`src/rtl/spi_master_pkg.sv`:
```
// Shared constants and types for the SPI master that drives the 10-bit-frame
// SPI slave / RAM subsystem.
package spi_master_pkg;

    localparam int CMD_W  = 10;
    localparam int DATA_W = 8;
    localparam int CNT_W  = 5;

    localparam logic [1:0] OP_WR_ADDR = 2'b00;
    localparam logic [1:0] OP_WR_DATA = 2'b01;
    localparam logic [1:0] OP_RD_ADDR = 2'b10;
    localparam logic [1:0] OP_RD_DATA = 2'b11;

    typedef enum logic [2:0] {
        ST_IDLE      = 3'd0,
        ST_LEAD      = 3'd1,
        ST_SHIFT_OUT = 3'd2,
        ST_RD_WAIT   = 3'd3,
        ST_SHIFT_IN  = 3'd4,
        ST_GAP       = 3'd5
    } state_e;

    // Phase counters count down to zero, so a phase of len cycles loads len-1.
    function automatic logic [CNT_W-1:0] phase_load(input int unsigned len);
        return (len == 0) ? '0 : CNT_W'(len - 1);
    endfunction

endpackage

```
`src/rtl/spi_master_shifter.sv`:
```
// Serialiser/deserialiser for the SPI master: 10-bit PISO feeding MOSI and
// 8-bit SIPO collecting MISO, both MSB first.
module spi_master_shifter
    import spi_master_pkg::*;
(
    input  logic              clk_i,
    input  logic              rst_i,
    input  logic              load_i,
    input  logic              shift_out_i,
    input  logic              shift_in_i,
    input  logic [CMD_W-1:0]  cmd_i,
    input  logic              miso_i,
    output logic              mosi_bit_o,
    output logic [DATA_W-1:0] rx_next_o
);

    logic [CMD_W-1:0]  tx_q;
    logic [DATA_W-1:0] rx_q;

    // A load that coincides with a shift presents cmd[9] now and keeps the rest.
    assign mosi_bit_o = load_i ? cmd_i[CMD_W-1] : tx_q[CMD_W-1];
    assign rx_next_o  = {rx_q[DATA_W-2:0], miso_i};

    // NOTE: sequential state uses non-blocking assignments so every register
    // samples the pre-edge values of its neighbours.
    always_ff @(posedge clk_i) begin
        if (rst_i) begin
            tx_q <= '0;
            rx_q <= '0;
        end else begin
            if (load_i) begin
                tx_q <= shift_out_i ? {cmd_i[CMD_W-2:0], 1'b0} : cmd_i;
            end else if (shift_out_i) begin
                tx_q <= {tx_q[CMD_W-2:0], 1'b0};
            end
            if (shift_in_i) begin
                rx_q <= rx_next_o;
            end
        end
    end

endmodule

```
`src/rtl/spi_master_ctrl.sv`:
```
// SPI master controller: accepts 10-bit host commands, frames them on SS_n/MOSI
// sharing CLK with the slave, and returns the MISO byte for read-data commands.
module spi_master_ctrl
    import spi_master_pkg::*;
#(
    parameter int unsigned LEAD_CYCLES  = 1,
    parameter int unsigned READ_LATENCY = 2,
    parameter int unsigned GAP_CYCLES   = 1
) (
    input  logic              CLK,
    input  logic              rst,
    input  logic              cmd_valid,
    output logic              cmd_ready,
    input  logic [CMD_W-1:0]  cmd_data,
    input  logic              abort,
    output logic              rsp_valid,
    output logic [DATA_W-1:0] rsp_data,
    output logic              busy,
    output logic              SS_n,
    output logic              MOSI,
    input  logic              MISO
);

    localparam state_e          GAP_STATE = (GAP_CYCLES != 0) ? ST_GAP : ST_IDLE;
    localparam logic [CNT_W-1:0] GAP_LOAD = phase_load(GAP_CYCLES);
    localparam state_e          RD_STATE  = (READ_LATENCY != 0) ? ST_RD_WAIT : ST_SHIFT_IN;
    localparam logic [CNT_W-1:0] RD_LOAD  = (READ_LATENCY != 0) ? phase_load(READ_LATENCY)
                                                                 : CNT_W'(DATA_W - 1);
    localparam logic [CNT_W-1:0] OUT_LOAD = CNT_W'(CMD_W - 1);
    localparam logic [CNT_W-1:0] IN_LOAD  = CNT_W'(DATA_W - 1);

    state_e              state_q, state_d;
    logic [CNT_W-1:0]    cnt_q, cnt_d;
    logic [1:0]          op_q, op_d;
    logic                ss_q, ss_d;
    logic                mosi_q, mosi_d;
    logic                rsp_valid_q, rsp_valid_d;
    logic [DATA_W-1:0]   rsp_data_q, rsp_data_d;

    logic                load, shift_out, shift_in;
    logic                mosi_bit;
    logic [DATA_W-1:0]   rx_next;
    logic                accept;
    logic                in_frame;

    assign cmd_ready = (state_q == ST_IDLE) && !rst;
    assign accept    = cmd_valid && cmd_ready;
    assign busy      = (state_q != ST_IDLE);
    assign in_frame  = (state_q == ST_LEAD) || (state_q == ST_SHIFT_OUT) ||
                       (state_q == ST_RD_WAIT) || (state_q == ST_SHIFT_IN);

    assign SS_n      = ss_q;
    assign MOSI      = mosi_q;
    assign rsp_valid = rsp_valid_q;
    assign rsp_data  = rsp_data_q;

    spi_master_shifter u_shifter (
        .clk_i       (CLK),
        .rst_i       (rst),
        .load_i      (load),
        .shift_out_i (shift_out),
        .shift_in_i  (shift_in),
        .cmd_i       (cmd_data),
        .miso_i      (MISO),
        .mosi_bit_o  (mosi_bit),
        .rx_next_o   (rx_next)
    );

    // NOTE: every signal gets a default before the case so no path can hold a
    // value implicitly and infer a latch.
    always_comb begin
        state_d     = state_q;
        cnt_d       = cnt_q;
        op_d        = op_q;
        ss_d        = ss_q;
        mosi_d      = 1'b0;
        rsp_valid_d = 1'b0;
        rsp_data_d  = rsp_data_q;
        load        = 1'b0;
        shift_out   = 1'b0;
        shift_in    = 1'b0;

        if (abort && in_frame) begin
            ss_d    = 1'b1;
            state_d = GAP_STATE;
            cnt_d   = GAP_LOAD;
        end else begin
            case (state_q)
                ST_IDLE: begin
                    if (accept) begin
                        load = 1'b1;
                        op_d = cmd_data[CMD_W-1 -: 2];
                        ss_d = 1'b0;
                        if (LEAD_CYCLES != 0) begin
                            state_d = ST_LEAD;
                            cnt_d   = phase_load(LEAD_CYCLES);
                        end else begin
                            state_d   = ST_SHIFT_OUT;
                            cnt_d     = OUT_LOAD;
                            shift_out = 1'b1;
                            mosi_d    = mosi_bit;
                        end
                    end
                end
                ST_LEAD: begin
                    if (cnt_q == '0) begin
                        state_d   = ST_SHIFT_OUT;
                        cnt_d     = OUT_LOAD;
                        shift_out = 1'b1;
                        mosi_d    = mosi_bit;
                    end else begin
                        cnt_d = cnt_q - 1'b1;
                    end
                end
                ST_SHIFT_OUT: begin
                    if (cnt_q == '0) begin
                        if (op_q == OP_RD_DATA) begin
                            state_d = RD_STATE;
                            cnt_d   = RD_LOAD;
                        end else begin
                            ss_d    = 1'b1;
                            state_d = GAP_STATE;
                            cnt_d   = GAP_LOAD;
                        end
                    end else begin
                        cnt_d     = cnt_q - 1'b1;
                        shift_out = 1'b1;
                        mosi_d    = mosi_bit;
                    end
                end
                ST_RD_WAIT: begin
                    if (cnt_q == '0) begin
                        state_d = ST_SHIFT_IN;
                        cnt_d   = IN_LOAD;
                    end else begin
                        cnt_d = cnt_q - 1'b1;
                    end
                end
                ST_SHIFT_IN: begin
                    shift_in = 1'b1;
                    if (cnt_q == '0) begin
                        // The 8th MISO bit is folded in combinationally here.
                        rsp_valid_d = 1'b1;
                        rsp_data_d  = rx_next;
                        ss_d        = 1'b1;
                        state_d     = GAP_STATE;
                        cnt_d       = GAP_LOAD;
                    end else begin
                        cnt_d = cnt_q - 1'b1;
                    end
                end
                ST_GAP: begin
                    if (cnt_q == '0) begin
                        state_d = ST_IDLE;
                    end else begin
                        cnt_d = cnt_q - 1'b1;
                    end
                end
                default: begin
                    ss_d    = 1'b1;
                    state_d = ST_IDLE;
                    cnt_d   = '0;
                end
            endcase
        end
    end

    always_ff @(posedge CLK) begin
        if (rst) begin
            state_q     <= ST_IDLE;
            cnt_q       <= '0;
            op_q        <= OP_WR_ADDR;
            ss_q        <= 1'b1;
            mosi_q      <= 1'b0;
            rsp_valid_q <= 1'b0;
            rsp_data_q  <= '0;
        end else begin
            state_q     <= state_d;
            cnt_q       <= cnt_d;
            op_q        <= op_d;
            ss_q        <= ss_d;
            mosi_q      <= mosi_d;
            rsp_valid_q <= rsp_valid_d;
            rsp_data_q  <= rsp_data_d;
        end
    end

endmodule
```
`config.mk`:
```
export PLATFORM = sky130hd
export DESIGN_NAME = spi_master_ctrl
export DESIGN_NICKNAME = d
export VERILOG_FILES = /design/src/rtl/spi_master_pkg.sv /design/src/rtl/spi_master_shifter.sv /design/src/rtl/spi_master_ctrl.sv
export SDC_FILE = /design/constraint.sdc
export NUM_CORES = 1
export LEC_CHECK = 0
export CORE_MARGIN = 5
export CORE_UTILIZATION = 48
export DETAILED_ROUTE_END_ITERATION = 8
export PLACE_DENSITY = 0.82
export SLEW_MARGIN = 10
export SYNTH_ARGS = -nofsm -noshare
export SYNTH_HDL_FRONTEND = slang
export SYNTH_SLANG_ARGS = --single-unit
```
`constraint.sdc`:
```
create_clock -name CLK -period 1.8 [get_ports CLK]
set_input_delay 0.27 -clock CLK [delete_from_list [all_inputs] [get_ports CLK]]
set_output_delay 0.27 -clock CLK [all_outputs]
set_load 0.05 [all_outputs]
```
==> results.toml, run 1 <==
[worst_setup_path]
r2r_slack_ns = 0.06
cp_slowest_cell = "or4b_1"
path_class = "flop to flop"
rr_worst_depth = 6
worstPathCellList = "inv_2 > ha_4 > or4b_1 > o211ai_1 > nor4b_1 > a31o_1"
startpoint_type = "flop"
path_max_fanout = 6
r2r-start = "cnt_q[1]$_SDFFE_PP0P_"
end_kind = "flop"
arrival_ns = 1.93
crit_path_max_incr_delay_ns = 0.58
crit_required_ns = 1.99
worst_r2r_endpoint = "cnt_q[2]$_SDFFE_PP0P_"

[timing]
slew_headroom_pct = 66.6
fin_tns_setup_ns = 0
finalCritPeriodShare_pct = 96.6
tightest_slew_ns = 0.499
worst_clock_skew_ns = 0.00750
hold_viol = 0
setup_viol = 0
fmax_mhz = 575
min_period_ns = 1.74
slew_violations = 0

[clock_tree]
cts_setup_buffers = 0
cts_tree = "built"
cts_sinks = 38
cts_buffer_depth = 2
ctsRootBufferMaster = "clkbuf_8"
clk_pin_slew_ns = 0.08
clkLatencyLatePin_ns = 0.29
cts_buffers = 5
h-tree-depth = 2
ctsHoldBuffers = 0

[hold_path]
min-delay-start = "rsp_data[0]$_SDFFE_PP0P_"
hold_end = "rsp_data[0]$_SDFFE_PP0P_"
holdPathStages = 2
hold_class = "flop to flop"

[yosys]
synth_area_mm2 = 0.00184
synth_top_cell_area_share_pct = 41.4
synth-xor-area-share_pct = 0.476
netlist_instances = 218
synth.top_cells.by_area = "dfxtp_1, mux2i_1, nand2_1"
yosys.area.top_type = "dfxtp_1"
synth.avg_cell_area_um2 = 8.44
synth_fa_ha_area_share_pct = 0.680
synth_top_family_by_area = "simple AND/OR/NAND/NOR gates"
ys_types = 40
syn_nets = 234
synth_compound_gate_area_share_pct = 19.3
synthMuxAreaShare_pct = 8.23
synth_seq_area_share_pct = 41.4
yosysWarningCount = 0
ys_ff_latch = 38
synth-simple-area-share_pct = 23.7

[final_layout]
nNetsFinal = 271
area_growth_syn_to_layout_pct = 31.0
fin_util_pct = 65.3
num_antenna_cells = 0
final_area_mm2 = 0.00241
final_layout_size_suffix_gt1_share_pct = 19.5
instances_no_fill = 304

[flow_run]
drv_cap = 0

[grt]
antenna_found_initial = 0
grt_use_total_pct = 16.3
grt_max_degree = 24
grt_overflow = 0
grt_pass1_wl_mm = 6.86
first_global_vias = 1569

[place]
dp_cells = 295
place.gp.congestion = 0.868
dpl_cell_area_mm2 = 0.00225
dp_hpwl_mm = 2.96
place.port_buffers = 27

[die]
initial_core_util_pct = 49.9
io_pins = 28
dieWidth_um = 71.9
fp.dieH_um = 71.9
dieArea_mm2 = 0.00517
core.rowCount = 22
core_area_mm2 = 0.00369

[status]
outcome = "finished clean"

[pwr]
ir_drop_mv = 0.779
p_total_w = 0.00399
power_leakage_nw = 0.938
power.density_mw_per_mm2 = 1660

[drt]
dr.pass1.iters = 4
routed_via_density = 5.70
ant_nets = 0
drt_drc_violations_left = 0
drt_iter0_markers = 163
avgRoutedWirePerCell_um = 14.2
routed_wirelength_mm = 4.31
vias = 1734
## power by group
group          switching (W)  internal [W]
Combinational        0.00120       0.00101
Sequential          0.000175      0.000994
Clock               0.000301      0.000308
## final cells by class
class	count	area (µm²)
clock buffers	6	82.6
clock inverters	2	12.5
fillers	318	1280
inverters	7	26.3
multi-input cells	155	1010
flip-flops and latches	38	762
well taps	48	60.1
repair buffers	48	452
## flip-flops by register name, summed over array words and instances, names as in the netlist
name            flops
SS_n                1
rsp_data            8
op_q                2
MOSI                1
u_shifter.tx_q     10
cnt_q               5
u_shifter.rx_q      7
rsp_valid           1
state_q             3
## synth_stat cells (all sizes together)
cell / instances
or4b: 1
a21o: 2
nand2b: 5
nor3: 7
o221ai: 1
o21ai: 9
nand3: 12
a31oi: 2
mux2: 1
o211ai: 3
clkbuf: 6
o31ai: 1
a211oi: 12
buf: 12
nor4b: 5
xnor2: 1
ha: 1
a311o: 1
nand4b: 1
nand2: 31
a31o: 2
nor2: 18
inv: 7
dfxtp: 38
a32oi: 1
a21oi: 19
mux2i: 14
a221oi: 1
nor2b: 2
and3: 1
or3: 1
## kinds of logic after synthesis
family / Yosys count
compound gates: 54
xor+xnor: 1
fa+ha+maj: 1
buf+inv: 25
flops: 38
mux: 15
simple gates: 84
## worst max-delay path: cells and delay by family (launching register included)
kind,cells,cell delay [ns]
AOI/OAI and AO/OA,2,0.43
adders and majority gates,1,0.14
DFF,1,0.32
buffers and inverters,1,0.08
and+or+nand+nor,2,0.66
## worst max-delay path by stage
stage	slack [ns]	from	endpoint
detailed placement	0.006	abort	u_shifter.tx_q[9]$_SDFFE_PP0P_
global placement	0.06	cnt_q[1]$_SDFFE_PP0P_	u_shifter.tx_q[8]$_SDFFE_PP0P_
CTS	0.01	cnt_q[1]$_SDFFE_PP0P_	u_shifter.tx_q[1]$_SDFFE_PP0P_
global route	-0.03	cnt_q[1]$_SDFFE_PP0P_	u_shifter.tx_q[9]$_SDFFE_PP0P_
finish	0.06	cnt_q[1]$_SDFFE_PP0P_	cnt_q[2]$_SDFFE_PP0P_
floorplan	0.02	state_q[2]$_SDFFE_PP0P_	cmd_ready
## layout by cell type (no fill, tap or decap), drive strengths merged, types with 2 or more instances in the layout
| cell | instances |
|---|---|
| o211ai | 3 |
| buf | 23 |
| a31oi | 2 |
| inv | 7 |
| nor2 | 18 |
| nor3 | 7 |
| dfxtp | 38 |
| nor2b | 2 |
| clkbuf | 6 |
| a21oi | 19 |
| nand2 | 31 |
| a211oi | 12 |
| nand3 | 12 |
| a31o | 2 |
| o21ai | 9 |
| a21o | 2 |
| nor4b | 5 |
| mux2i | 14 |
| clkdlybuf4s50 | 25 |
| nand2b | 5 |
## through the flow
stage	setup slack [ns]	hold slack, ns
2_1_floorplan	0.0223	0.406
3_3_place_gp	0.0591	0.444
3_5_place_dp	0.00613	0.449
4_1_cts	0.0105	0.460
5_1_grt	-0.0271	0.477
6_report	0.0606	0.456
## repair_timing
action                     CTS  global route
cloned                       0             1
pin swaps                    1             1
resized for setup            0            15
setup endpoints to repair    1            24
## routing by layer
metal	up-vias	GRT usage, %	wire length, µm
li1	845	-	-
met1	816	20.0	1830
met2	71	28.0	2190
met3	2	3.32	279
met4	0	6.68	13
met5	-	0	0
Power figures use the tool's default switching activity.
==> inputs of run 2 (changes only) <==
--- a/config.mk
+++ b/config.mk
@@ -9,6 +9,7 @@
 export CORE_UTILIZATION = 48
 export DETAILED_ROUTE_END_ITERATION = 8
 export PLACE_DENSITY = 0.82
+export SETUP_SLACK_MARGIN = 0.2
 export SLEW_MARGIN = 10
 export SYNTH_ARGS = -nofsm -noshare
 export SYNTH_HDL_FRONTEND = slang
==> constraint.sdc (replaced) <==
create_clock -name CLK -period 1.8 [get_ports CLK]
set_input_delay 0.27 -clock CLK [delete_from_list [all_inputs] [get_ports CLK]]
set_output_delay 0.27 -clock CLK [all_outputs]
set_load 0.1 [all_outputs]
==> run 2 against run 1 <==
Compared with the run above:
- worst setup slack worse by 0.034 ns
- sequential share of layout area fell by 2.1 points
- critical path depth up 1
- clock-buffer cell count unchanged
- power rose by 22%
- fmax fell by 1.9%
- die area unchanged
- via count increased by 3.3%
- worst hold slack worse by 0.0015 ns
- design area increased by 8.2%
- flip-flop and latch count unchanged
==> results.toml, run 2 (same netlist as run 1, synthesis figures left out) <==
[clock_tree]
cts_buffer_depth = 2
cts_buffers = 5
ctsHoldBuffers = 0
ctsRootBufferMaster = "clkbuf_8"
h-tree-depth = 2
cts_tree = "built"
clk_pin_slew_ns = 0.07
cts_sinks = 38
clkLatencyLatePin_ns = 0.29

[timing]
fin_tns_setup_ns = 0
setup_viol = 0
tightest_slew_ns = 0.369
slew_violations = 0
rsz0062_at_grt = "yes"
fmax_mhz = 564
min_period_ns = 1.77
setup_ws_ns = 0.0271
hold_viol = 0
worst_clock_skew_ns = 0.00716
slew_headroom_pct = 75.2
finalCritPeriodShare_pct = 98.5

[final_layout]
final_common_cell = "dfxtp_1"
final_cell_mix = "dfxtp_1, buf_4, nand2_1, a21oi_1, nor2_1"
top_register = "u_shifter.tx_q"
area_growth_syn_to_layout_pct = 41.6
fin_util_pct = 70.6
final_area_mm2 = 0.00261
final_layout_size_suffix_gt1_share_pct = 34.2
largest_reg_flops = 10
nNetsFinal = 278
num_antenna_cells = 0
fillers = 259

[drt]
vias = 1791
routed_via_density = 5.76
drt_drc_violations_left = 0
routed_wirelength_mm = 4.72
avgRoutedWirePerCell_um = 15.2
dr.pass1.iters = 4
drt_iter0_markers = 147
ant_nets = 0

[worst_setup_path]
worstPathCellList = "inv_2 > ha_4 > nor4b_4 > mux2i_2 > buf_6 > mux2i_2 > a211oi_2"
r2r-start = "cnt_q[1]$_SDFFE_PP0P_"
path_max_fanout = 6
crit_required_ns = 1.97
path_delay_family = "multiplexers"
path_class = "flop to flop"
worst_r2r_endpoint = "u_shifter.tx_q[1]$_SDFFE_PP0P_"
crit_path_max_incr_delay_ns = 0.33
r2r_slack_ns = 0.03
path_buf_inv = 2
cp_slowest_cell = "dfxtp_2"
arrival_ns = 1.94
cp-startpoint = "cnt_q[1]$_SDFFE_PP0P_"
cpMostUsedCell = "mux2i_2"
startpoint_type = "flop"
rr_worst_depth = 7
end_kind = "flop"

[pwr]
ir_drop_mv = 1.19
power_leakage_nw = 1.02
p_sw_w = 0.00213
clockPowerShare_pct = 12.3
p_sw_share_pct = 43.6
p_comb_share_pct = 63.4
seqPwrFrac_pct = 24.3
p_total_w = 0.00488
power.density_mw_per_mm2 = 1870
intPower_w = 0.00275

[die]
dieWidth_um = 71.9
dieArea_mm2 = 0.00517
fp.dieH_um = 71.9
core_area_mm2 = 0.00369
initial_core_util_pct = 49.9
io_pins = 28
core.rowCount = 22

[hold_path]
min-delay-start = "rsp_data[7]$_SDFFE_PP0P_"
hold_class = "flop to flop"
holdPathStages = 2
hold_end = "rsp_data[7]$_SDFFE_PP0P_"

[place]
place.gp.congestion = 0.790
dp_hpwl_mm = 2.94
dpl_cell_area_mm2 = 0.00222
dp_slack_ns = 0.0000101
place.port_buffers = 27

[grt]
grt_overflow = 0
antenna_found_initial = 0
first_global_vias = 1496
grt_max_degree = 24
grt_pass1_wl_mm = 6.91
grt_use_total_pct = 16.7

[flow_run]
drv_cap = 0

[status]
outcome = "finished clean"
==> run 2: layer usage <==
layer / GRT usage, % / routed length (µm)
met2: 27.7 / 2340
met4: 6.68 / 120
met3: 3.88 / 248
met5: 0 / 0
met1: 20.9 / 2010
==> run 2: how the worst max path moves through the flow <==
stage / to / slack, ns / cells after the start
final: u_shifter.tx_q[1]$_SDFFE_PP0P_ / 0.03 / 7
after global routing: u_shifter.tx_q[4]$_SDFFE_PP0P_ / -0.05 / 7
after CTS: u_shifter.tx_q[1]$_SDFFE_PP0P_ / 0.08 / 7
after detailed placement: u_shifter.tx_q[1]$_SDFFE_PP0P_ / 0.00001 / 6
after global placement: op_q[0]$_SDFFE_PP0P_ / 0.09 / 5
after floorplan: cmd_ready / 0.14 / 4
==> run 2: power by group through the flow <==
stage	Combinational (W)	Clock [W]	Sequential, W
floorplan	0.00165	0	0.00118
global placement	0.00214	0	0.00118
detailed placement	0.00217	0	0.00119
CTS	0.00229	0.000615	0.00118
global route	0.00327	0.000662	0.00120
finish	0.00309	0.000600	0.00118
==> run 2: stage by stage <==
step	std cells	hold slack [ns]
global route	311	0.478
floorplan	218	0.406
global placement	288	0.445
CTS	300	0.457
detailed placement	288	0.447
finish	311	0.454
==> run 2: final cells by class <==
type / instances / area, µm² / share of cell area [%]
Inverter: 7 / 31.3 / 1.20
Tap cell: 48 / 60.1 / 2.31
Multi-Input combinational cell: 155 / 1120 / 42.9
Clock buffer: 6 / 82.6 / 3.17
Sequential cell: 38 / 769 / 29.5
Timing Repair Buffer: 55 / 531 / 20.4
Clock inverter: 2 / 12.5 / 0.480
==> run 2: timing repair <==
action / 4_1_cts / 5_1_grt
pin swaps: 3 / 23
setup endpoints to repair: 23 / 26
gates resized for setup: 6 / 38
buffers inserted: 4 / 9
cloned: 0 / 2
==> run 2: worst min-delay path: cells and delay by family, from the launching register on <==
kind             cells  cell delay [ns]
flip-flops           1             0.31
AND/OR/NAND/NOR      1             0.05
AO/OA/AOI/OAI        1             0.05
==> inputs of run 3 (changes only) <==
--- a/config.mk
+++ b/config.mk
@@ -6,11 +6,12 @@
 export NUM_CORES = 1
 export LEC_CHECK = 0
 export CORE_MARGIN = 5
-export CORE_UTILIZATION = 48
+export CORE_UTILIZATION = 47
 export DETAILED_ROUTE_END_ITERATION = 8
-export PLACE_DENSITY = 0.82
+export PLACE_DENSITY = 0.81
 export SETUP_SLACK_MARGIN = 0.2
 export SLEW_MARGIN = 10
 export SYNTH_ARGS = -nofsm -noshare
 export SYNTH_HDL_FRONTEND = slang
+export SYNTH_HIERARCHICAL = 1
 export SYNTH_SLANG_ARGS = --single-unit
==> run 3 against run 2 <==
Compared with the run above:
- the flow now finishes with violations (setup timing)
- highest routed layer unchanged
- sequential share of layout area decreased by 2.5 points
- critical path type unchanged
- utilization increased by 7.7 points
- synthesized cell count decreased by 8.3%
==> results.toml, run 3 <==
[status]
outcome = "finished, violations left"
violations = "setup timing"

[final_layout]
largest_reg_flops = 10
multiInputGateArea_mm2 = 0.00118
area_growth_syn_to_layout_pct = 62.2
ff_latch_area_um2 = 769
final_layout_size_suffix_gt1_share_pct = 45.5
final_cell_mix = "buf_4, dfxtp_1, mux2i_1, nand2_1, clkdlybuf4s50_1"
top_register = "u_shifter/tx_q"
fillers = 220
nNetsFinal = 279
num_antenna_cells = 0
fin_util_pct = 78.3
final_common_cell = "buf_4"

[yosys]
synth_area_mm2 = 0.00176
synth.avg_cell_area_um2 = 8.78
ys.flop_type = "dfxtp_1"
ys_ff_latch = 38
syn_nets = 216
netlist_instances = 200
synth_common_cells = "dfxtp_1, nor2_1, mux2i_1, nand2_1, a21oi_1"
yosys.area.top_type = "dfxtp_1"
synth.top_cells.by_area = "dfxtp_1, mux2i_1, a21oi_1"
synth_top_cell_area_share_pct = 43.3
ys_types = 44
synth_edf_count = 0
yosysWarningCount = 6
yosysMostFrequentCell = "dfxtp_1"
async_flop_share_pct = 0
synth_seq_area_share_pct = 43.3

[timing]
tightest_slew_ns = 0.348
hold_viol = 0
fmax_mhz = 515
setup_viol = 13
min_period_ns = 1.94
slew_headroom_pct = 76.7
rsz0062_at_grt = "yes"
worst_clock_skew_ns = 0.0123
slew_violations = 0
setup_ws_ns = -0.143
finalCritPeriodShare_pct = 108

[drt]
vias = 1817
drt_iter0_markers = 149
drt_drc_violations_left = 0
ant_nets = 0
avgRoutedWirePerCell_um = 17.2
routed_wirelength_mm = 5.36
dr.pass1.iters = 4
routed_via_density = 5.82

[worst_setup_path]
arrival_ns = 2.11
cp_slowest_cell = "or4b_4"
startpoint_type = "flop"
path_buf_inv = 1
worstPathCellList = "inv_2 > ha_4 > or4b_4 > nor3_4 > nor2_4 > nor3_4 > or2_4 > o22ai_1"
cpMostUsedCell = "nor3_4"
crit_required_ns = 1.97
r2r-start = "cnt_q[1]$_SDFFE_PP0P_"
path_delay_family = "simple AND/OR/NAND/NOR gates"
path_class = "flop to flop"
crit_path_max_incr_delay_ns = 0.49
path_max_fanout = 5
cp-startpoint = "cnt_q[1]$_SDFFE_PP0P_"
end_kind = "flop"

[clock_tree]
clk_pin_slew_ns = 0.08
cts_buffers = 5
clkLatencyLatePin_ns = 0.30
ctsRootBufferMaster = "clkbuf_8"
h-tree-depth = 2
ctsHoldBuffers = 0
cts_tree = "built"
cts_sinks = 38
cts_buffer_depth = 2

[flow_run]
drv_cap = 0

[grt]
grt_max_degree = 21
grt_overflow = 0
first_global_vias = 1514
antenna_found_initial = 0
grt_pass1_wl_mm = 7.18
grt_use_total_pct = 17.8

[place]
dp_slack_ns = -0.235
place.gp.congestion = 0.900
place.port_buffers = 27
dp_hpwl_mm = 2.88

[pwr]
ir_drop_mv = 1.11
power.density_mw_per_mm2 = 2050
power_leakage_nw = 1.05

[hold_path]
min-delay-start = "rsp_data[4]$_SDFFE_PP0P_"
hold_class = "flop to flop"

[die]
dieWidth_um = 71.1
core_area_mm2 = 0.00363
dieArea_mm2 = 0.00506
fp.dieH_um = 71.1
io_pins = 28
initial_core_util_pct = 48.3
core.rowCount = 22
## run 3: changes by cell type after synthesis, sizes merged, moves of 3 or more
| cell | before | now |
|---|---|---|
| buf | 12 | 7 |
| clkbuf | 6 | 9 |
| nand2 | 31 | 17 |
| a21oi | 19 | 14 |
| a211oi | 12 | 0 |
| o22ai | 0 | 9 |
| nor4b | 5 | 2 |
## run 3: cell families after synthesis
family | after synthesis | synth area share [%]
AO/OA/AOI/OAI | 55 | 20.7
multiplexers | 17 | 9.76
flip-flops | 38 | 43.3
XOR/XNOR | 1 | 0.499
AND/OR/NAND/NOR | 66 | 18.5
adder cells (fa/ha/maj) | 1 | 0.713
buffers and inverters | 22 | 6.41
## run 3: tightest hold or removal path: stages, from the launching register on
cell	delay [ns]
dfxtp_1	0.31
nand2_1	0.07
a21oi_2	0.04
## run 3: worst paths after layout
check	end	slack, ns	cells past startpoint
max	u_shifter/tx_q[4]$_SDFFE_PP0P_	-0.14	8
min	rsp_data[4]$_SDFFE_PP0P_	0.46	2
max reg2reg	u_shifter/tx_q[4]$_SDFFE_PP0P_	-0.14	8
min reg2reg	rsp_data[4]$_SDFFE_PP0P_	0.46	2
## run 3: final cells by class
| type | count | share of cell area, % |
|---|---|---|
| flip-flops and latches | 38 | 27.0 |
| clock buffers | 5 | 2.42 |
| clock inverters | 3 | 1.58 |
| repair buffers | 71 | 24.4 |
| inverters | 6 | 1.05 |
| multi-input cells | 141 | 41.4 |
| well taps | 48 | 2.11 |
## run 3: layer usage
layer | track usage (%) | part of all wire, % | vias to the layer above
met5 | 0 | 0 | -
met4 | 5.43 | 1.4 | 0
met3 | 4.69 | 7.3 | 9
met2 | 28.6 | 51 | 86
met1 | 23.3 | 40 | 868
li1 | - | - | 854
## run 3: where the power goes
group / switching (W) / leakage (nW) / internal [W] / total [W]
combinational: 0.00211 / 0.685 / 0.00187 / 0.00398
clock: 0.000331 / 0.0504 / 0.000412 / 0.000743
sequential: 0.000102 / 0.311 / 0.00100 / 0.00110
total: 0.00255 / 1.05 / 0.00328 / 0.00583
## run 3: metrics by stage
stage | setup TNS, ns | total power, W | cell area [µm²] | hold slack (ns) | instances
detailed placement | -2.49 | 0.00362 | 2260 | 0.448 | 282
CTS | -0.952 | 0.00472 | 2490 | 0.459 | 298
global placement | -1.70 | 0.00357 | 2260 | 0.444 | 282
finish | -1.51 | 0.00583 | 2850 | 0.462 | 312
global route | -2.76 | 0.00609 | 2850 | 0.473 | 312
floorplan | -1.55 | 0.00289 | 1830 | 0.400 | 200
## run 3: timing repair
action,in CTS,in global routing
setup buffers,7,10
resized for setup,12,51
setup endpoints to repair,18,37
pin swaps,8,15
gates cloned,1,4
